File: config.mk
export PLATFORM = sky130hd
export DESIGN_NAME = divider_seq_flat
export DESIGN_NICKNAME = d
export VERILOG_FILES = /design/src/rtl/divider_seq_if.sv /design/src/rtl/divider_seq.sv /design/src/flat_wrapper.sv
export SDC_FILE = /design/constraint.sdc
export NUM_CORES = 1
export LEC_CHECK = 0
export ABC_CLOCK_PERIOD_IN_PS = 13400
export CAP_MARGIN = 20
export CORE_MARGIN = 3
export CORE_UTILIZATION = 60
export DETAILED_ROUTE_END_ITERATION = 8
export GPL_ROUTABILITY_DRIVEN = 0
export PLACE_DENSITY = 0.83
export REMOVE_ABC_BUFFERS = 1
export SYNTH_ARGS = -nofsm -noshare
export SYNTH_HDL_FRONTEND = slang
export SYNTH_SLANG_ARGS = --single-unit
File: constraint.sdc
create_clock -name clk -period 13.4 [get_ports clk]
set_clock_uncertainty 0.05 [all_clocks]
set_input_delay 2.01 -clock clk [delete_from_list [all_inputs] [get_ports clk]]
set_output_delay 2.01 -clock clk [all_outputs]
set_load 0.01 [all_outputs]
File: src/rtl/divider_seq_if.sv
// Request/response bundle between the M-extension control and the
// sequential divider.
`ifndef DIV_OP_WIDTH
`define DIV_OP_WIDTH 2
`endif

interface divider_seq_if #(
  parameter int XLEN = 32
);
  logic                     div_valid;
  logic [`DIV_OP_WIDTH-1:0] DIVop;
  logic [XLEN-1:0]          rs1;
  logic [XLEN-1:0]          rs2;
  logic [XLEN-1:0]          div_rslt;
  logic                     div_ready;
  logic                     busy;

  modport master (
    output div_valid, DIVop, rs1, rs2,
    input  div_rslt, div_ready, busy
  );

  modport slave (
    input  div_valid, DIVop, rs1, rs2,
    output div_rslt, div_ready, busy
  );
endinterface

File: src/rtl/divider_seq.sv
// Radix-2 restoring divider for DIV/DIVU/REM/REMU.
// One quotient bit per cycle, 34-cycle request-to-result latency.
module divider_seq #(
  parameter int XLEN = 32
) (
  input  logic         clk,
  input  logic         resetn,
  divider_seq_if.slave dif
);

  typedef enum logic [1:0] {
    IDLE,
    CALC,
    DONE
  } state_t;

  state_t state;
  state_t state_nxt;

  logic [1:0]      op;
  logic [XLEN-1:0] quo;
  logic [XLEN-1:0] dvs;
  logic [XLEN-1:0] rem;
  logic [4:0]      cnt;
  logic            q_neg;
  logic            r_neg;
  logic [XLEN-1:0] rslt;

  logic            sgn_op;
  logic [XLEN-1:0] a_mag;
  logic [XLEN-1:0] b_mag;
  logic [XLEN:0]   rem_sh;
  logic            fits;
  logic [XLEN-1:0] rem_nxt;
  logic [XLEN-1:0] quo_nxt;
  logic [XLEN-1:0] q_fix;
  logic [XLEN-1:0] r_fix;
  logic [XLEN-1:0] rslt_nxt;

  // DIV and REM are the even opcodes
  assign sgn_op = ~dif.DIVop[0];

  always_comb begin
    a_mag = dif.rs1;
    b_mag = dif.rs2;
    if (sgn_op && dif.rs1[XLEN-1]) a_mag = -dif.rs1;
    if (sgn_op && dif.rs2[XLEN-1]) b_mag = -dif.rs2;
  end

  always_comb begin
    rem_sh  = {rem, quo[XLEN-1]};
    fits    = rem_sh >= {1'b0, dvs};
    rem_nxt = rem_sh[XLEN-1:0];
    if (fits) rem_nxt = XLEN'(rem_sh - {1'b0, dvs});
    quo_nxt = {quo[XLEN-2:0], fits};
    q_fix   = quo_nxt;
    r_fix   = rem_nxt;
    if (q_neg && dvs != '0) q_fix = -quo_nxt;
    if (r_neg) r_fix = -rem_nxt;
    rslt_nxt = op[1] ? r_fix : q_fix;
  end

  always_ff @(posedge clk or negedge resetn) begin
    if (!resetn) state <= IDLE;
    else         state <= state_nxt;
  end

  always_comb begin
    state_nxt = state;
    unique case (state)
      IDLE: if (dif.div_valid) state_nxt = CALC;
      CALC: if (cnt == 5'd0)   state_nxt = DONE;
      DONE: state_nxt = IDLE;
      default: state_nxt = IDLE;
    endcase
  end

  always_comb begin
    dif.div_ready = 1'b0;
    dif.busy      = 1'b0;
    unique case (state)
      IDLE: ;
      CALC: dif.busy = 1'b1;
      DONE: begin
        dif.busy      = 1'b1;
        dif.div_ready = 1'b1;
      end
      default: ;
    endcase
  end

  always_ff @(posedge clk or negedge resetn) begin
    if (!resetn) begin
      op    <= '0;
      quo   <= '0;
      dvs   <= '0;
      rem   <= '0;
      cnt   <= '0;
      q_neg <= 1'b0;
      r_neg <= 1'b0;
      rslt  <= '0;
    end else begin
      unique case (state)
        IDLE: if (dif.div_valid) begin
          op    <= dif.DIVop;
          quo   <= a_mag;
          dvs   <= b_mag;
          rem   <= '0;
          cnt   <= 5'd31;
          q_neg <= sgn_op & (dif.rs1[XLEN-1] ^ dif.rs2[XLEN-1]);
          r_neg <= sgn_op & dif.rs1[XLEN-1];
        end
        CALC: begin
          rem <= rem_nxt;
          quo <= quo_nxt;
          cnt <= cnt - 5'd1;
          if (cnt == 5'd0) rslt <= rslt_nxt;
        end
        DONE: ;
        default: ;
      endcase
    end
  end

  assign dif.div_rslt = rslt;

endmodule

File: src/flat_wrapper.sv
// flat-port wrapper written by rule: the top's interface ports become plain ports
module divider_seq_flat 
#(
  parameter int XLEN = 32
)
  (clk, resetn, dif_div_valid, dif_DIVop, dif_rs1, dif_rs2, dif_div_rslt, dif_div_ready, dif_busy);
  divider_seq_if #(.XLEN(XLEN)) dif_i ();
  input  logic clk;
  input  logic resetn;
  input wire logic [$bits(dif_i.div_valid)-1:0] dif_div_valid;
  input wire logic [$bits(dif_i.DIVop)-1:0] dif_DIVop;
  input wire logic [$bits(dif_i.rs1)-1:0] dif_rs1;
  input wire logic [$bits(dif_i.rs2)-1:0] dif_rs2;
  output wire logic [$bits(dif_i.div_rslt)-1:0] dif_div_rslt;
  output wire logic [$bits(dif_i.div_ready)-1:0] dif_div_ready;
  output wire logic [$bits(dif_i.busy)-1:0] dif_busy;
  assign dif_i.div_valid = dif_div_valid;
  assign dif_i.DIVop = dif_DIVop;
  assign dif_i.rs1 = dif_rs1;
  assign dif_i.rs2 = dif_rs2;
  assign dif_div_rslt = dif_i.div_rslt;
  assign dif_div_ready = dif_i.div_ready;
  assign dif_busy = dif_i.busy;
  divider_seq #(.XLEN(XLEN)) u_core (.clk(clk), .resetn(resetn), .dif(dif_i));
endmodule
==> flow_metrics.tcl <==
set metrics [dict create \
    num-fill-cells 1482 \
    ant_nets 0 \
    overflow 0 \
    clockBufferDepth 2 \
    synth-edff-count 0 \
    setup_violations 0 \
    wirelength_um 31700 \
    clkSinkCount 138 \
    ys_types 81 \
    yosys.area.top_type "dfrtp_1" \
    cp_data_arrival_time_ps 6170 \
    cts.clk_slew.worst_paths_ps 60 \
    hold_slack_ps 425 \
    min_path_type "reg -> reg" \
    layout_common_cells "nand2_1 (185), o21ai_0 (183), dfrtp_1 (138)" \
    first_pass_iters 7 \
    status "completed" \
    cp_slowest_stage_delay_ps 570 \
    fin_crit_ps 5870 \
    portBuffers 102 \
    p_sw_uw 1850 \
    std_cell_rows 49 \
    final-hold-violation-count 0 \
    critPathSlowestCell "or4_4" \
    tightestPinTransition_ps 1100 \
    cts_resized 0 \
    antenna_found_initial 0 \
    post_cts_buffers 0 \
    grt_first_pass_wirelength_um 52000 \
    place_ws_ps 7720 \
    htreeDepth 4 \
    max_freq_mhz 170 \
    synth_area_um2 11200 \
    cpLargestDelayFamily "compound AO/OA/AOI/OAI gates" \
    vias_per_cell 6.42 \
    first_iter_violations 1144 \
    slew_viol_final 0 \
    pin_count 103 \
    drv_cap 0 \
    seq_area_frac_synth 0.308 \
    antennaDiodeCount 0 \
    wl_per_cell_um 18.2 \
    synth_top_area_share 0.308 \
    p_comb_frac 0.654 \
    setup_tns_ps 0 \
    synth_seq_cells 138 \
    syn_area_per_cell_um2 7.80 \
    cts_tree "yes" \
    netlist_instances 1439 \
    finalCritPeriodShare 0.438 \
    die_area_um2 20400 \
    worst_slack_ps 7530 \
    yosysWarnings 0 \
    place_hpwl_um 23200 \
    p_seq_frac 0.206 \
    p_int_uw 1700 \
    clkPwrFrac 0.140 \
    drive_above_1_share 0.0443 \
    leakagePower_uw 0.00533 \
    relSlewSlack 0.268 \
    grt_max_degree 82 \
    clockRootBuffer "clkbuf_16" \
    insertion_delay_ps 430 \
    cp_num_buf_inv 1 \
    crit_fanout 53 \
    rsz0062_at_grt "no" \
    grt_pass1_vias 10597 \
    grt_usage 0.313 \
    ys.flop_type "dfrtp_1" \
    area_growth_syn_to_layout_pct 15.3 \
    via_count 11172 \
    p_per_area_nw_per_um2 274 \
    endpoint_kind "flip-flop" \
    ir_worst_vdd_uv 193 \
    nets 1610 \
    async_flop_share 1.00 \
    critical_path_class "reg -> reg" \
    drc_errors 0 \
    cp.required_ps 13700 \
    start_util 0.619 \
    synth_area_leaders "dfrtp_1 (31%), o21ai_0 (8.2%), nand2_1 (6.2%)" \
    die_h_um 143 \
    cts_hold_buf 0 \
    core_area_um2 18100 \
    final_common_cell "nand2_1" \
    cts_buffers 17 \
    path_cells "ha_1, a21oi_1, o21ai_0, nand3_1, a311oi_4, or2_2, buf_4, nand2_1, o21ai_0, ha_1, nand2_1, a211oi_1, o21ai_0, o31ai_1, o211ai_2, or4_4, nor2_1, mux2_1, a31oi_1" \
    die-width_um 143 \
    cp_common_cell "o21ai_0" \
    crit_path_start_kind "flip-flop" \
    switching_share 0.520 \
]
-- metal layers --
layer	track usage	wire length, um	vias up
li1	-	-	5291
met1	0.420	13400	5270
met2	0.504	15000	514
met3	0.0630	2230	97
met4	0.119	1060	0
met5	0	0	-
-- registers in the layout, summed over array words and instances, names as in the netlist --
| signal | flops |
|---|---|
| u_core.state | 2 |
| u_core.cnt | 5 |
| u_core.dvs | 32 |
| u_core.q_neg | 1 |
| u_core.quo | 32 |
| u_core.op | 1 |
| u_core.rem | 32 |
| u_core.dif.div_rslt | 32 |
| u_core.r_neg | 1 |
-- area by class of cell --
| class | instances | area (um2) | share of cell area |
|---|---|---|---|
| inverter | 63 | 239 | 0.0185 |
| multi-input combinational | 1167 | 7230 | 0.559 |
| tap | 229 | 287 | 0.0221 |
| clock inverter | 10 | 140 | 0.0108 |
| sequential | 138 | 3450 | 0.267 |
| timing repair buffer | 112 | 1110 | 0.0861 |
| clock buffer | 22 | 474 | 0.0366 |
-- worst reg2reg max path: stages, from the launching register on --
cell and delay, ps:
dfrtp_1 430, ha_1 490, a21oi_1 150, o21ai_0 480, nand3_1 240, a311oi_4 390, or2_2 220, buf_4 520
nand2_1 120, o21ai_0 140, ha_1 260, nand2_1 70, a211oi_1 290, o21ai_0 200, o31ai_1 360, o211ai_2 200
or4_4 570, nor2_1 120, mux2_1 330, a31oi_1 180
-- kinds of logic after synthesis --
kind of cell,synth area share
buffers and inverters,0.0493
flip-flops,0.308
multiplexers,0.0329
AND/OR/NAND/NOR,0.214
AO/OA/AOI/OAI,0.247
adder cells (fa/ha/maj),0.0475
XOR/XNOR,0.101
-- Yosys cell counts (all sizes together), types with 4 or more instances --
cell    instances
o22ai           9
dfrtp         138
nor2b           9
o211ai         11
o21a            9
and3           11
or3            14
buf            22
nor2          118
mux2            7
o211a           4
nand2b         13
nand3b          8
a31oi          16
mux2i          29
nand3          21
nand4          12
nand2         186
a21o           10
and4            5
o31ai          20
nor4           32
ha             41
inv            61
a21boi          5
and2            9
a211oi         13
and3b           4
a21oi         108
o31a            4
nor4b           5
o21ai         194
nor3           40
or4             5
a22o            5
xnor2          68
a22oi          21
xor2           62
clkbuf         49
o41ai           8
-- power by group through the flow --
| stage | sequential [uW] | clock [uW] | combinational (uW) |
|---|---|---|---|
| after global placement | 723 | 0 | 2180 |
| final | 730 | 497 | 2320 |
| after global routing | 750 | 515 | 2550 |
| after detailed placement | 729 | 0 | 2230 |
| after CTS | 724 | 498 | 2260 |
| after floorplan | 690 | 0 | 1680 |
-- final timing paths --
| kind | start | end | slack [ps] | depth (start not counted) |
|---|---|---|---|---|
| worst max-delay path | u_core.rem[5]$_DFFE_PN0P_ | u_core.dif.div_rslt[26]$_DFFE_PN0P_ | 7530 | 19 |
| worst min-delay path | u_core.dif.div_rslt[5]$_DFFE_PN0P_ | u_core.dif.div_rslt[5]$_DFFE_PN0P_ | 430 | 2 |
| worst max register to register | u_core.rem[5]$_DFFE_PN0P_ | u_core.dif.div_rslt[26]$_DFFE_PN0P_ | 7530 | 19 |
| worst min register to register | u_core.dif.div_rslt[5]$_DFFE_PN0P_ | u_core.dif.div_rslt[5]$_DFFE_PN0P_ | 430 | 2 |
| max in group asynchronous | resetn | u_core.rem[18]$_DFFE_PN0P_ | 10360 | 2 |
| min in group asynchronous | resetn | u_core.quo[5]$_DFFE_PN0P_ | 1500 | 1 |
-- through the flow --
stage / util / std cells / instance area [um2] / power (uW)
detailed placement: 0.677 / 1707 / 12300 / 2960
global placement: 0.677 / 1707 / 12300 / 2910
global route: 0.713 / 1741 / 12900 / 3810
floorplan: - / 1368 / 10900 / 2370
finish: 0.713 / 1741 / 12900 / 3550
CTS: 0.711 / 1739 / 12900 / 3480
No activity file was read; power rests on OpenSTA's default activity.
